`config.mk`:
```
export PLATFORM = sky130hd
export DESIGN_NAME = cpu_dyn_branch_predictor
export DESIGN_NICKNAME = d
export VERILOG_FILES = /design/src/rtl/cpu_dyn_branch_predictor.sv
export SDC_FILE = /design/constraint.sdc
export NUM_CORES = 1
export LEC_CHECK = 0
export ABC_AREA = 0
export BUFFER_PORTS_ARGS = -buffer_cell sky130_fd_sc_hd__buf_4
export CAP_MARGIN = 25
export CORE_MARGIN = 3
export CORE_UTILIZATION = 66
export CTS_CLUSTER_SIZE = 24
export DETAILED_ROUTE_END_ITERATION = 6
export PLACE_DENSITY = 0.85
export SETUP_SLACK_MARGIN = 0.3
export SLEW_MARGIN = 20
export SYNTH_ARGS = -nofsm -noshare
export SYNTH_HDL_FRONTEND = slang
export SYNTH_SLANG_ARGS = --single-unit
export TNS_END_PERCENT = 1
```
`constraint.sdc`:
```
create_clock -name i_clk -period 11.2 [get_ports i_clk]
set_input_delay 1.12 -clock i_clk [delete_from_list [all_inputs] [get_ports i_clk]]
set_output_delay 1.12 -clock i_clk [all_outputs]
set_load 0.02 [all_outputs]
```
`src/rtl/cpu_dyn_branch_predictor.sv`:
```
// Dynamic branch predictor for the fetch stage.
// Per-index table of 2-bit saturating counters plus a tagged BTB. The table
// is trained from execute-stage resolutions. After every reset, an init
// sequencer clears the table one entry per cycle.
module cpu_dyn_branch_predictor #(
    parameter logic [31:0] p_reset_vector = 32'hf0000000,
    parameter int          p_entries      = 16,
    parameter int          p_tag_width    = 8,
    parameter logic [1:0]  p_init_ctr     = 2'b01
) (
    input  logic        i_clk,
    input  logic        i_rst,
    input  logic        i_en,
    input  logic [31:0] i_pc,
    input  logic        i_cond_br,
    input  logic        i_br_instr,
    input  logic        i_jalr_instr,
    input  logic [31:0] i_imm,
    input  logic        i_upd_valid,
    input  logic [31:0] i_upd_pc,
    input  logic        i_upd_cond,
    input  logic        i_upd_taken,
    input  logic [31:0] i_upd_target,
    output logic [31:0] o_predicted_pc,
    output logic        o_predict_taken,
    output logic        o_branch_instr,
    output logic        o_hit,
    output logic        o_ready
);
    localparam int idx_w  = $clog2(p_entries);
    localparam int tag_lo = idx_w + 2;

    typedef enum logic {ST_INIT, ST_RUN} state_t;

    state_t state, state_nxt;
    logic [idx_w-1:0] ptr;

    logic [1:0]             ctr_q    [p_entries];
    logic [p_tag_width-1:0] tag_q    [p_entries];
    logic [31:0]            target_q [p_entries];
    logic [p_entries-1:0]   valid_q;

    logic run;
    assign run = (state == ST_RUN) && !i_rst;

    // Lookup side: index, tag and hit for the fetched PC.
    logic [idx_w-1:0]       l_idx;
    logic [p_tag_width-1:0] l_tag;
    logic                   l_hit;
    logic [31:0]            pc_plus4, pc_plus_imm;

    assign l_idx       = i_pc[tag_lo-1:2];
    assign l_tag       = i_pc[tag_lo +: p_tag_width];
    assign l_hit       = valid_q[l_idx] && (tag_q[l_idx] == l_tag);
    assign pc_plus4    = i_pc + 32'd4;
    assign pc_plus_imm = i_pc + i_imm;

    // Update side: index, tag and hit for the resolved PC.
    logic [idx_w-1:0]       u_idx;
    logic [p_tag_width-1:0] u_tag;
    logic                   u_hit;

    assign u_idx = i_upd_pc[tag_lo-1:2];
    assign u_tag = i_upd_pc[tag_lo +: p_tag_width];
    assign u_hit = valid_q[u_idx] && (tag_q[u_idx] == u_tag);

    // These PC bits do not take part in indexing or tagging.
    logic unused_pc_bits;
    assign unused_pc_bits = ^{i_pc[31:tag_lo+p_tag_width], i_pc[1:0],
                              i_upd_pc[31:tag_lo+p_tag_width], i_upd_pc[1:0]};

    // State register: reset always restarts the init sequence.
    // NOTE: sequential state uses non-blocking assignments so every flop
    // samples pre-edge values regardless of block ordering.
    always_ff @(posedge i_clk) begin
        if (i_rst) state <= ST_INIT;
        else       state <= state_nxt;
    end

    // Next state: leave INIT once the last entry has been cleared.
    always_comb begin
        state_nxt = state;
        if (state == ST_INIT && ptr == {idx_w{1'b1}}) state_nxt = ST_RUN;
    end

    // Output decode for the FSM.
    always_comb begin
        o_ready = run;
    end

    // Init pointer: walks the table once per reset.
    always_ff @(posedge i_clk) begin
        if (i_rst)                  ptr <= '0;
        else if (state == ST_INIT) ptr <= ptr + 1'b1;
    end

    // Table writes: init clears entries, RUN applies resolution updates.
    // NOTE: the table arrays have no reset; the init sequencer clears valid
    // and counters, and tags/targets are don't-care while valid is low.
    always_ff @(posedge i_clk) begin
        if (!i_rst) begin
            if (state == ST_INIT) begin
                ctr_q[ptr]   <= p_init_ctr;
                valid_q[ptr] <= 1'b0;
            end else if (i_upd_valid) begin
                if (u_hit) begin
                    if (i_upd_cond) begin
                        if (i_upd_taken)
                            ctr_q[u_idx] <= (ctr_q[u_idx] == 2'b11) ? 2'b11 : ctr_q[u_idx] + 2'd1;
                        else
                            ctr_q[u_idx] <= (ctr_q[u_idx] == 2'b00) ? 2'b00 : ctr_q[u_idx] - 2'd1;
                    end else if (i_upd_taken) begin
                        target_q[u_idx] <= i_upd_target;
                    end
                end else if (i_upd_cond || i_upd_taken) begin
                    valid_q[u_idx]  <= 1'b1;
                    tag_q[u_idx]    <= u_tag;
                    target_q[u_idx] <= i_upd_target;
                    ctr_q[u_idx]    <= i_upd_cond ? (i_upd_taken ? 2'b10 : 2'b01) : p_init_ctr;
                end
            end
        end
    end

    // Prediction: zero-latency priority decode over the instruction class.
    // NOTE: every output gets a default first so no path can infer a latch.
    always_comb begin
        o_predicted_pc  = pc_plus4;
        o_predict_taken = 1'b0;
        o_hit           = 1'b0;
        if (i_rst) begin
            o_predicted_pc = p_reset_vector;
        end else if (i_en && run) begin
            o_hit = l_hit;
            if (i_br_instr && !i_cond_br) begin
                o_predicted_pc  = pc_plus_imm;
                o_predict_taken = 1'b1;
            end else if (i_jalr_instr) begin
                o_predicted_pc  = l_hit ? target_q[l_idx] : pc_plus4;
                o_predict_taken = l_hit;
            end else if (i_cond_br) begin
                // A cold branch falls back to backward-taken / forward-not-taken.
                o_predict_taken = l_hit ? ctr_q[l_idx][1] : i_imm[31];
                o_predicted_pc  = o_predict_taken ? pc_plus_imm : pc_plus4;
            end
        end
    end

    assign o_branch_instr = (i_br_instr | i_jalr_instr) & i_en;

endmodule

```
# Word-level counts from Yosys, hierarchy flattened
# Memory sizes are Yosys's and may differ from the RTL's.
# Cells that the tools add are included.
[op_classes]
n_addsub = 5
order_cmp = 5
n_eq_ne = 7
mux = 66
bitwise_logic = 10
n_reduce_logical = 14
[ops]
columns = ["operator", "count"]
rows = [
  ["two-way mux 32 bit", 8],
  ["two-way mux 16 bit", 4],
  ["two-way mux 1 bit", 42],
  ["adder 32 x 3 -> 32 bit, second input constant", 1],
  ["adder 32 bit", 1],
  ["bitwise AND 16 bit", 1],
  ["== test 8 bit", 2],
  ["inverter 16 bit", 1],
  ["bitwise OR 16 bit", 1],
  ["< comparator 4 x 5 -> 1 bit, second input constant", 3],
  ["two-way mux 2 bit", 7],
  ["binary-select mux 1 bit (select 4 bit)", 2],
  ["demux 1 bit (select 4 bit)", 2],
  [">= comparator 4 x 1 -> 1 bit, second input constant", 2],
  ["logical AND 1 bit", 8],
  ["adder 4 x 1 -> 4 bit, second input constant", 1],
  ["== test 4 bit, second input constant", 1],
  ["two-way mux 4 bit", 1],
  ["inequality test 2 bit, second input constant", 2],
  ["bitwise OR 1 bit", 4],
  ["AND reduction 4 bit", 1],
  ["adder 2 x 1 -> 2 bit, second input constant", 1],
  ["== test 2 bit, second input constant", 1],
  ["zero test 1 bit", 2],
  ["7 further kinds", 8],
]
[totals]
register_bits = 21
ram_bits = 672
output_inout_bits = 36
wordCells = 113
memories = 3
[memory_table]
columns = ["name", "words", "word_bits", "rd", "rd_clocked_by_memory_dff", "wr", "line", "rtl"]
rows = [
  ["target_q", 16, 32, 1, 0, 1, "40", "logic [31:0] target_q [p_entries];"],
  ["tag_q", 16, 8, 2, 0, 1, "39", "logic [p_tag_width-1:0] tag_q [p_entries];"],
  ["ctr_q", 16, 2, 2, 0, 1, "38", "logic [1:0] ctr_q [p_entries];"],
]

# Longest topological paths before layout
[logic_depth]
depth_word = 12
depth_mapped = 15
depth_no_buf = 12

# Least setup slack after synthesis
# No wires, ideal clock.
[synth_timing]
path_kind = "input port to flip-flop"
start = "in i_upd_pc[3]"
end = "mem target_q[1][0], enable pin"
arrival_ns = 5.733
slack_ns = 5.006
stages = 12
n_path_buf = 4
cell_sequence = "clkbuf_1 -> clkbuf_1 -> buf_2 -> mux4_2 -> mux4_2 -> xnor2_1 -> nand3_1 -> nor2_1 -> nand2_1 -> nand2_1 -> clkbuf_1 -> nor3_1"
[synth_between]
elab_chain_len = 9
[synth_lines]
columns = ["element", "line", "rtl"]
rows = [
  ["start: declaration", "20", "input logic [31:0] i_upd_pc,"],
  ["memory read (16 x 8 bit) or binary-select mux 1 bit (select 4 bit) (tied branches)", "--", ""],
  ["== test 8 bit or two-way mux 1 bit (tied branches)", "65", "assign u_hit = valid_q[u_idx] && (tag_q[u_idx] == u_tag);"],
  ["logical AND 1 bit", "65", ""],
  ["two-way mux 1 bit", "106", "if (u_hit) begin"],
  ["two-way mux 1 bit", "105", "end else if (i_upd_valid) begin"],
  ["two-way mux 1 bit", "102", "if (state == ST_INIT) begin"],
  ["two-way mux 1 bit", "101", "if (!i_rst) begin"],
  ["two-way mux 1 bit, on equally long branches", "113, 118", ""],
  ["bitwise OR 1 bit (no source line)", "--", ""],
  ["end: declaration", "40", ""],
]
# Parallel ways exist; a longest one is shown, timed or not. The select of a mux whose other input is x is not followed.

# Final worst setup path
[layout_timing]
start = "in i_pc[2]"
end = "out o_predicted_pc[18]"
[layout_between]
elab_chain_len = 10
[layout_lines]
columns = ["element", "line", "rtl"]
rows = [
  ["start: declaration", "14", "input logic [31:0] i_pc,"],
  ["memory read (16 x 8 bit) or binary-select mux 1 bit (select 4 bit) (tied branches)", "--", ""],
  ["== test 8 bit or two-way mux 1 bit (tied branches)", "54", "assign l_hit = valid_q[l_idx] && (tag_q[l_idx] == l_tag);"],
  ["logical AND 1 bit", "54", ""],
  ["two-way mux 1 bit", "143", "o_predict_taken = l_hit ? ctr_q[l_idx][1] : i_imm[31];"],
  ["two-way mux 32 bit", "144", "o_predicted_pc = o_predict_taken ? pc_plus_imm : pc_plus4;"],
  ["two-way mux 32 bit", "141", "end else if (i_cond_br) begin"],
  ["two-way mux 32 bit", "138", "end else if (i_jalr_instr) begin"],
  ["two-way mux 32 bit", "135", "if (i_br_instr && !i_cond_br) begin"],
  ["two-way mux 32 bit (*)", "133", "end else if (i_en && run) begin"],
  ["two-way mux 32 bit (*)", "131", "if (i_rst) begin"],
  ["end: declaration", "24", "output logic [31:0] o_predicted_pc,"],
]
# Mark *: on every way between the ends. The rest lies on a longest branch, timed or not. The select of a mux whose other input is x is not followed.

==> results.yml <==
run_status:
  status: "finished with violations"
  violations: "design-rule violations"
worst_setup_path:
  rr_endpoint: "target_q[7][15]"
  arrival_ns: 5.76
  max_stage_delay_ns: 0.62
  cpMostUsedCell: "buf_4"
  path_delay_family: "multiplexers"
  cp_slowest_cell: "mux4_2"
  reg2reg_slack_ns: 6.47
  critPathLaunch: "i_pc[2]"
  start_kind: "input pin"
  cp_num_buf_inv: 4
  path_cells: "buf_8, mux4_2, mux4_2, xnor2_1, nand4_1, a21oi_1, and3_1, buf_4, mux2_4, a211oi_1, buf_4, a221o_1, o21ai_0, buf_4"
  worstSetupPathType: "in2out"
  cp.required_ns: 10.08
  rr_startpoint: "tag_q[5][2]"
  crit_path_end_kind: "output port"
  r2r_cells: 11
  crit_path_max_fanout: 68
finish:
  layout-drive-gt1-share_pct: 28.8
  final_common_cell: "edfxtp_1"
  fill_cells: 2416
  design_area_um2: 35700
  final_cell_mix: "edfxtp_1, mux4_2, buf_4"
  nets: 2122
  area_delta_synth_final_pct: 12.6
floorplanning:
  die_area_um2: 50800
  ios: 173
  start_util_pct: 67.5
  core_region_area_um2: 47100
  die_y_um: 225
  die_w_um: 225
  fp-row-count: 79
hold_path:
  hold_end: "valid_q[11]"
  min_from: "valid_q[11]"
  hold_depth: 2
  hold_class: "reg2reg"
placement:
  gp_congestion: 0.943
  dpl.hpwl_um: 50800
  port_buffers: 152
  place_ws_ns: 4.35
  placed_cell_area_um2: 33600
synth:
  syn-num-nets: 1962
  synth_edf_count: 688
  synthCells: 1788
  synth_top_area_share_pct: 65.1
  synth.avg_cell_area_um2: 17.8
  synth_ff_type: "edfxtp_1"
  yosysTopAreaCell: "edfxtp_1"
  synth_cell_type_count: 71
  synth-async-reset-ratio_pct: 0
  synthTopCellsByArea: "edfxtp_1, mux4_2, ha_1"
  ys_seq_elements: 693
  yosysWarnings: 0
  seq_area_frac_synth_pct: 65.4
  synth_area_um2: 31700
global_route:
  grt_pass1_wl_um: 135000
  grt_overflow: 0
  grt_start_max_net_pins: 109
  antenna_found_initial: 6
  grt_pass1_vias: 20000
  grt_use_total_pct: 37.6
clock_tree:
  cts_tree: "yes"
  post-cts-setup-buffers: 0
  cts_root_buffer: "clkbuf_16"
  cts_sinks: 693
  htreeDepth: 3
  clk_latency_ns: 0.63
  numCtsBuffers: 68
  path_clk_slew_ns: 0.07
  cts_hold_buf: 0
  post_cts_resized: 0
  cts_buffer_depth: 3
sta:
  hold_viol_final: 0
  timing.final.ws_setup_ns: 4.32
  fmax_ghz: 0.145
  tns_ns: 0
  timing.final.crit_share_pct: 61.5
  rsz0062_at_grt: "no"
  slew_violations: 0
  fin_skew_ns: 0.0509
  setup_viol: 0
  whs_ns: 0.623
  relSlewSlack_pct: 25.3
  worstMarginPinSlew_ns: 1.12
  fin_crit_ns: 6.88
power_and_ir_drop:
  p_per_area_nw_per_um2: 156
  ir_worst_vdd_v: 0.000203
  p_leak_nw: 11.8
  finalPower_mw: 5.56
detailed_routing:
  drtIter0Drc: 3150
  routed_via_density: 7.58
  wl_per_cell_um: 35.8
  ant_nets: 0
  drt_wl_total_um: 93400
  vias: 19800
  firstDrtPassIters: 7
  drcViolationCount: 13
flow_run:
  cap_viol_max_count: 0
-- logic make-up after synthesis --
| logic type | synth area share [%] |
|---|---|
| xor gates and xnor gates | 2.21 |
| AOI/OAI and AO/OA | 4.26 |
| muxes | 19.7 |
| and+or+nand+nor | 5.09 |
| buffers and inverters | 1.79 |
| DFF | 65.4 |
| adders and majority gates | 1.54 |
-- how the worst max path moves through the flow --
stage | end | slack [ns] | depth (start not counted)
final | o_predicted_pc[18] | 4.32 | 14
after global routing | o_predicted_pc[18] | 4.04 | 14
after CTS | o_predicted_pc[18] | 4.37 | 14
after detailed placement | o_predicted_pc[18] | 4.35 | 14
after global placement | o_predicted_pc[18] | 4.42 | 14
after floorplan | target_q[1][0] | 5.01 | 12
-- worst min-delay path: stages, from the launching register on --
cell	delay, ns
edfxtp_1	0.39
nand2_1	0.06
nand2_1	0.06
-- cell type report --
| cell class | count | area, um2 | area share, % |
|---|---|---|---|
| inverters | 29 | 109 | 0.305 |
| clock buffers | 86 | 1790 | 5.01 |
| repair buffers | 190 | 1470 | 4.11 |
| clock inverters | 34 | 275 | 0.770 |
| well taps | 607 | 759 | 2.13 |
| diodes | 3 | 7.51 | 0.0210 |
| multi-input cells | 966 | 10600 | 29.6 |
| flip-flops and latches | 693 | 20800 | 58.1 |
-- cells in the mapped netlist (4+ instances only) --
master / instances
buf_6: 4
o221ai_1: 4
clkbuf_1: 60
o211ai_1: 9
a211oi_1: 7
or3_1: 6
buf_2: 26
o22ai_1: 4
nor3_1: 39
dfxtp_1: 5
nand4_1: 14
mux2_2: 8
nand2b_1: 8
a21oi_1: 68
o21ai_0: 45
mux4_2: 252
a21boi_0: 4
a31oi_1: 5
nand3_1: 27
ha_1: 36
mux4_1: 4
nor2b_1: 14
mux2i_1: 36
buf_1: 8
nand2_1: 85
and2_1: 22
o31ai_1: 4
xnor2_1: 45
a22o_1: 7
xor2_1: 35
a221o_1: 7
a21o_1: 13
edfxtp_1: 688
and3_1: 13
nand3b_1: 5
a2bb2oi_1: 4
nor2_1: 85
inv_1: 29
-- registers in the layout, summed over array words and instances, names as in the netlist --
name / flops
state: 1
target_q: 512
ctr_q: 32
ptr: 4
tag_q: 128
valid_q: 16
-- where the power goes --
group / leakage (nW) / total (mW) / switching, mW / internal, mW
logic: 4.51 / 0.503 / 0.294 / 0.209
registers: 6.28 / 2.86 / 0.00818 / 2.85
clock network: 1.01 / 2.20 / 1.00 / 1.19
total: 11.8 / 5.56 / 1.31 / 4.25
-- metal layers --
| metal | vias up | wire, um | track usage [%] |
|---|---|---|---|
| li1 | 7663 | - | - |
| met1 | 9709 | 31000 | 48.9 |
| met2 | 1948 | 44700 | 59.2 |
| met3 | 455 | 11900 | 10.4 |
| met4 | 2 | 5720 | 19.6 |
| met5 | - | 11 | 0 |
-- per-stage QoR --
stage               utilization [%]  cells
floorplan                         -   1788
global placement               71.3   2477
detailed placement             71.4   2480
CTS                            75.8   2600
global route                   75.9   2606
finish                         76.0   2608
(Power assumes the default switching activity.)
